$ cat src/rtl/axi_mem_if_pkg.sv
// Shared AXI memory-interface definitions:
// burst types, response codes and controller states.
package axi_mem_if_pkg;

  localparam logic [1:0] FIXED = 2'b00;
  localparam logic [1:0] INCR  = 2'b01;
  localparam logic [1:0] WRAP  = 2'b10;

  localparam logic [1:0] OKAY   = 2'b00;
  localparam logic [1:0] EXOKAY = 2'b01;
  localparam logic [1:0] SLVERR = 2'b10;
  localparam logic [1:0] DECERR = 2'b11;

  typedef enum logic [1:0] {
    IDLE,
    WRITE,
    DRAIN,
    RESP
  } state_t;

endpackage

$ cat src/rtl/axi_burst_addr_gen.sv
// Next-beat word address for FIXED/INCR/WRAP bursts.
// Ports: addr, len, burst in; next_addr out (combinational).
module axi_burst_addr_gen
  import axi_mem_if_pkg::*;
#(
  parameter int AW = 13
) (
  input  logic [AW-1:0] addr,
  input  logic [7:0]    len,
  input  logic [1:0]    burst,
  output logic [AW-1:0] next_addr
);

  logic [AW-1:0] inc;
  logic [AW-1:0] mask;

  assign inc  = addr + AW'(1);
  // WRAP lengths are 2^n-1, so len doubles as the wrap mask
  assign mask = AW'(len);

  always_comb begin
    next_addr = addr;
    case (burst)
      FIXED:   next_addr = addr;
      INCR:    next_addr = inc;
      WRAP:    next_addr = (addr & ~mask) | (inc & mask);
      default: next_addr = addr;
    endcase
  end

endmodule

$ cat src/rtl/axi_write_burst_ctrl.sv
// AXI4 write bursts -> single-beat SRAM writes via grant/valid.
// Ports: AXI AW/W/B channels, MEM_* SRAM port, grant_i/valid_o.
module axi_write_burst_ctrl
  import axi_mem_if_pkg::*;
#(
  parameter int AXI4_ADDRESS_WIDTH = 32,
  parameter int AXI4_WDATA_WIDTH   = 64,
  parameter int AXI4_ID_WIDTH      = 16,
  parameter int AXI4_USER_WIDTH    = 10,
  parameter int AXI_NUMBYTES       = AXI4_WDATA_WIDTH / 8,
  parameter int MEM_ADDR_WIDTH     = 13,
  parameter int CHECK_RANGE        = 0
) (
  input  logic                          clk,
  input  logic                          rst_n,
  input  logic [AXI4_ID_WIDTH-1:0]      AWID_i,
  input  logic [AXI4_ADDRESS_WIDTH-1:0] AWADDR_i,
  input  logic [7:0]                    AWLEN_i,
  input  logic [2:0]                    AWSIZE_i,
  input  logic [1:0]                    AWBURST_i,
  input  logic                          AWLOCK_i,
  input  logic [3:0]                    AWCACHE_i,
  input  logic [2:0]                    AWPROT_i,
  input  logic [3:0]                    AWREGION_i,
  input  logic [AXI4_USER_WIDTH-1:0]    AWUSER_i,
  input  logic [3:0]                    AWQOS_i,
  input  logic                          AWVALID_i,
  output logic                          AWREADY_o,
  input  logic [AXI4_WDATA_WIDTH-1:0]   WDATA_i,
  input  logic [AXI_NUMBYTES-1:0]       WSTRB_i,
  input  logic                          WLAST_i,
  input  logic [AXI4_USER_WIDTH-1:0]    WUSER_i,
  input  logic                          WVALID_i,
  output logic                          WREADY_o,
  output logic [AXI4_ID_WIDTH-1:0]      BID_o,
  output logic [1:0]                    BRESP_o,
  output logic                          BVALID_o,
  output logic [AXI4_USER_WIDTH-1:0]    BUSER_o,
  input  logic                          BREADY_i,
  output logic                          MEM_CEN_o,
  output logic                          MEM_WEN_o,
  output logic [MEM_ADDR_WIDTH-1:0]     MEM_A_o,
  output logic [AXI4_WDATA_WIDTH-1:0]   MEM_D_o,
  output logic [AXI_NUMBYTES-1:0]       MEM_BE_o,
  input  logic [AXI4_WDATA_WIDTH-1:0]   MEM_Q_i,
  input  logic                          grant_i,
  output logic                          valid_o
);

  localparam int OFFSET_BIT = $clog2(AXI_NUMBYTES);
  localparam int TOP        = MEM_ADDR_WIDTH + OFFSET_BIT;

  state_t                       cs;
  logic [AXI4_ID_WIDTH-1:0]     id_q;
  logic [AXI4_USER_WIDTH-1:0]   user_q;
  logic [MEM_ADDR_WIDTH-1:0]    addr_q;
  logic [MEM_ADDR_WIDTH-1:0]    addr_nxt;
  logic [7:0]                   len_q;
  logic [7:0]                   cnt_q;
  logic [1:0]                   burst_q;
  logic [1:0]                   err_q;

  logic       aw_hs;
  logic       beat;
  logic       last;
  logic       range_err;
  logic       proto_err;
  logic [1:0] aw_err;
  logic       unused_ok;

  assign unused_ok = ^{AWLOCK_i, AWCACHE_i, AWPROT_i,
                       AWREGION_i, AWQOS_i, WUSER_i, MEM_Q_i};

  assign range_err = (CHECK_RANGE == 1) &&
                     ((AWADDR_i >> TOP) != '0);
  assign proto_err = (AWBURST_i == 2'b11) ||
                     (AWSIZE_i != 3'(OFFSET_BIT)) ||
                     ((AWBURST_i == WRAP) &&
                      !(AWLEN_i inside {8'd1, 8'd3, 8'd7, 8'd15}));
  assign aw_err = range_err ? DECERR :
                  proto_err ? SLVERR : OKAY;

  // RESP also accepts AW so bursts can run back-to-back
  assign AWREADY_o = (cs == IDLE) || ((cs == RESP) && BREADY_i);
  assign aw_hs     = AWVALID_i && AWREADY_o;
  assign last      = (cnt_q == len_q);

  assign MEM_WEN_o = 1'b0;
  assign MEM_A_o   = addr_q;
  assign MEM_D_o   = WDATA_i;
  assign MEM_BE_o  = WSTRB_i;
  assign BID_o     = id_q;
  assign BUSER_o   = user_q;

  always_comb begin
    WREADY_o  = 1'b0;
    valid_o   = 1'b0;
    MEM_CEN_o = 1'b1;
    BVALID_o  = 1'b0;
    BRESP_o   = OKAY;
    beat      = 1'b0;
    case (cs)
      WRITE: begin
        valid_o   = WVALID_i;
        WREADY_o  = grant_i;
        beat      = WVALID_i && grant_i;
        MEM_CEN_o = ~beat;
      end
      DRAIN: begin
        WREADY_o = 1'b1;
        beat     = WVALID_i;
      end
      RESP: begin
        BVALID_o = 1'b1;
        BRESP_o  = err_q;
      end
      default: ;
    endcase
  end

  axi_burst_addr_gen #(
    .AW(MEM_ADDR_WIDTH)
  ) u_addr_gen (
    .addr     (addr_q),
    .len      (len_q),
    .burst    (burst_q),
    .next_addr(addr_nxt)
  );

  always_ff @(posedge clk or negedge rst_n) begin
    if (!rst_n) begin
      cs      <= IDLE;
      id_q    <= '0;
      user_q  <= '0;
      addr_q  <= '0;
      len_q   <= '0;
      cnt_q   <= '0;
      burst_q <= '0;
      err_q   <= OKAY;
    end else if (aw_hs) begin
      id_q    <= AWID_i;
      user_q  <= AWUSER_i;
      addr_q  <= AWADDR_i[TOP-1:OFFSET_BIT];
      len_q   <= AWLEN_i;
      burst_q <= AWBURST_i;
      cnt_q   <= '0;
      err_q   <= aw_err;
      cs      <= (aw_err == OKAY) ? WRITE : DRAIN;
    end else begin
      case (cs)
        WRITE: begin
          if (beat) begin
            cnt_q  <= cnt_q + 8'd1;
            addr_q <= addr_nxt;
            if (WLAST_i != last) err_q <= SLVERR;
            if (last) cs <= RESP;
          end
        end
        DRAIN: begin
          if (beat) begin
            cnt_q <= cnt_q + 8'd1;
            if (last) cs <= RESP;
          end
        end
        RESP: begin
          if (BREADY_i) cs <= IDLE;
        end
        default: ;
      endcase
    end
  end

endmodule
$ cat config.mk
export PLATFORM = sky130hd
export DESIGN_NAME = axi_write_burst_ctrl
export DESIGN_NICKNAME = d
export VERILOG_FILES = /design/src/rtl/axi_mem_if_pkg.sv /design/src/rtl/axi_burst_addr_gen.sv /design/src/rtl/axi_write_burst_ctrl.sv
export SDC_FILE = /design/constraint.sdc
export NUM_CORES = 1
export LEC_CHECK = 0
export ABC_AREA = 1
export CORE_AREA = 2 2 141 143
export DETAILED_ROUTE_END_ITERATION = 8
export DIE_AREA = 0 0 143 145
export PLACE_DENSITY_LB_ADDON = 0.1
export SYNTH_ARGS = -nofsm -noshare
export SYNTH_HDL_FRONTEND = slang
export SYNTH_SLANG_ARGS = --single-unit
$ cat constraint.sdc
create_clock -name clk -period 2.3 [get_ports clk]
set_clock_uncertainty 0.1 [all_clocks]
set_input_delay 0.23 -clock clk [delete_from_list [all_inputs] [get_ports clk]]
set_output_delay 0.23 -clock clk [all_outputs]
set_load 0.01 [all_outputs]
==> flow_metrics.env <==
export IMPL_cts_tree="built"
export IMPL_syn_avg_cell_area_sq_um=7.46
export IMPL_r2r_end="cnt_q[1]$_DFFE_PN0P_"
export IMPL_io_buffers=103
export IMPL_netlist_instances=520
export IMPL_crit_chain="inv_1 -> ha_1 -> inv_1 -> a21oi_2 -> clkdlybuf4s50_1"
export IMPL_globalRouteOverflowTotal=0
export IMPL_grt_antenna_before_repair=0
export IMPL_finalCritPeriodShare_pct=95.5
export IMPL_avgRoutedWirePerCell_um=13.5
export IMPL_layout_nets=804
export IMPL_maxCapViolCount=0
export IMPL_ys_types=32
export IMPL_status="finished, final reports clean"
export IMPL_grt_pass1_vias=3360
export IMPL_htreeDepth=3
export IMPL_period_minus_slack_ns=2.20
export IMPL_viasPerCell=3.90
export IMPL_crit_required_ns=1.97
export IMPL_rr_worst_depth=9
export IMPL_rows=51
export IMPL_hold_viol_final=0
export IMPL_ctsLongestPathBuffers=2
export IMPL_worstPathArrival_ns=1.87
export IMPL_dp_hpwl_um=8280
export IMPL_cts_root_buf="clkbuf_16"
export IMPL_die_x_um=143
export IMPL_synth_main_ff_cell="dfrtp_1"
export IMPL_path_clk_slew_ns=0.06
export IMPL_cpMostUsedCell="inv_1"
export IMPL_wirelength_um=11200
export IMPL_rrSetupSlack_ns=0.25
export IMPL_fin_tns_setup_ns=0
export IMPL_synthArstFlopShare_pct=100
export IMPL_endpoint="WREADY_o"
export IMPL_peakVddDrop_mv=0.452
export IMPL_critPathMaxFanout=3
export IMPL_drtPass1Iterations=5
export IMPL_cp_startpoint="cs[1]$_DFFE_PN0P_"
export IMPL_seq_area_frac_synth_pct=38.7
export IMPL_hold_class="input port to async pin"
export IMPL_grt_pass1_wl_um=18100
export IMPL_grt_use_total_pct=11.1
export IMPL_final_max_slew_viol_count=0
export IMPL_whs_ns=0.289
export IMPL_setup_viol=0
export IMPL_die_h_um=145
export IMPL_timing_rr_start="cs[0]$_DFFE_PN0P_"
export IMPL_clock_fmax_mhz=455
export IMPL_numCtsBuffers=9
export IMPL_drive_gt1_share_pct=8.01
export IMPL_critPathKind="flop to output port"
export IMPL_leakagePower_nw=2.33
export IMPL_antenna_cells=0
export IMPL_area_delta_synth_final_pct=29.7
export IMPL_io_pins=359
export IMPL_total_power_w=0.00655
export IMPL_ys_warn_count=0
export IMPL_power_density_nw_per_um2=1300
export IMPL_synth_seq_cells=60
export IMPL_rsz0062_at_grt="false"
export IMPL_core_area_sq_um=19200
export IMPL_slowest_stage="clkdlybuf4s50_1"
export IMPL_crit_path_end_kind="output port"
export IMPL_dr_total_vias=3225
export IMPL_drc_errors=0
export IMPL_clock_sinks=60
export IMPL_dieArea_sq_um=20700
export IMPL_ant_nets=0
export IMPL_syn_area_sq_um=3880
export IMPL_slowest_delay_ns=0.56
export IMPL_drtIter0Drc=99
export IMPL_startpoint_type="flop"
export IMPL_grt_max_degree=35
export IMPL_nFillCells=2111
export IMPL_clk_latency_ns=0.34
export IMPL_synth_enable_flop_cells=0
export IMPL_globalplace_congestion=0.769
export IMPL_start_util_pct=20.2
[final cells by class]
type	count	area (sq um)	area share, %
Multi-Input combinational cell	328	1560	30.9
Sequential cell	60	1500	29.9
Timing Repair Buffer	113	1130	22.4
Tap cell	265	332	6.60
Clock buffer	12	267	5.30
Inverter	46	175	3.48
Clock inverter	3	68.8	1.37
[metrics by stage]
stage | instance area, sq um | std cells | setup WS, ns | utilization [%]
CTS | 5030 | 827 | 0.0558 | 26.2
floorplan | 3880 | 521 | 0.611 | -
global placement | 4670 | 809 | 0.298 | 24.3
detailed placement | 4670 | 809 | 0.267 | 24.3
finish | 5030 | 827 | 0.103 | 26.2
global route | 5030 | 827 | 0.00946 | 26.2
[per-layer routing]
| layer | global-route usage [%] | part of all wire (%) | vias up | wire length, um |
|---|---|---|---|---|
| li1 | - | - | 1621 | - |
| met5 | 0 | 0 | - | 0 |
| met2 | 16.6 | 44 | 124 | 4920 |
| met3 | 5.87 | 10 | 15 | 1160 |
| met4 | 2.57 | 0.99 | 0 | 110 |
| met1 | 14.0 | 45 | 1465 | 4970 |
[logic make-up after synthesis]
group / synth area share [%]
AO/OA/AOI/OAI: 8.33
XOR/XNOR: 2.26
adder cells (fa/ha/maj): 1.94
buffers and inverters: 21.3
flip-flops: 38.7
other: 0.0967
AND/OR/NAND/NOR: 27.4
[cells in the mapped netlist (all sizes together) (3+ instances only)]
| cell type | number | area [sq um] |
|---|---|---|
| a21oi | 9 | 52.6 |
| buf | 87 | 649 |
| dfrtp | 60 | 1500 |
| ha | 6 | 75.1 |
| inv | 46 | 175 |
| nand2 | 183 | 709 |
| nand3 | 28 | 145 |
| nand4 | 4 | 25.0 |
| nor2 | 30 | 135 |
| nor3 | 6 | 35.0 |
| o211ai | 3 | 22.5 |
| o21ai | 42 | 225 |
| o21bai | 3 | 22.5 |
| xnor2 | 6 | 52.6 |
| xor2 | 4 | 35.0 |
[cells in the final DEF (no fill, tap or decap), types with 4 or more instances in the layout]
master           synthesis  routed
a21oi_1                  7       7
buf_4                   78       7
clkbuf_16                0       9
clkdlybuf4s50_1          0     102
dfrtp_1                 60      60
ha_1                     6       6
inv_1                   42      42
nand2_1                178     178
nand3_1                 27      27
nand4_1                  4       4
nor2_1                  25      25
nor3_1                   5       5
o21ai_0                 36      36
o21ai_1                  4       4
xnor2_1                  6       6
xor2_1                   4       4
[worst min path at each step]
stage	startpoint	endpoint	slack, ns	depth (start not counted)
floorplan	rst_n	BID_o[0]$_DFFE_PN0P_	-0.17	0
global placement	rst_n	BID_o[1]$_DFFE_PN0P_	0.13	1
detailed placement	rst_n	BUSER_o[8]$_DFFE_PN0P_	0.13	1
CTS	rst_n	BUSER_o[4]$_DFFE_PN0P_	0.29	2
global route	AWID_i[11]	BID_o[11]$_DFFE_PN0P_	0.31	3
finish	rst_n	BUSER_o[8]$_DFFE_PN0P_	0.29	2
[critical path, delay by kind of cell (launching register included)]
family | cells | cell delay, ns
DFF | 1 | 0.37
AOI/OAI and AO/OA | 1 | 0.16
adders and majority gates | 1 | 0.29
buffers and inverters | 3 | 0.72
[report_power, final]
part           internal, W  switching (W)
Sequential         0.00153       0.000427
Combinational      0.00141        0.00164
Clock              0.00103       0.000508
[timing repair]
action,CTS,global route
hold buffers,1,0
hold endpoints to repair,18,0
endpoints found under the setup margin,1,0
setup buffers,2,0
resized for setup,0,0
(Power assumes the default switching activity.)
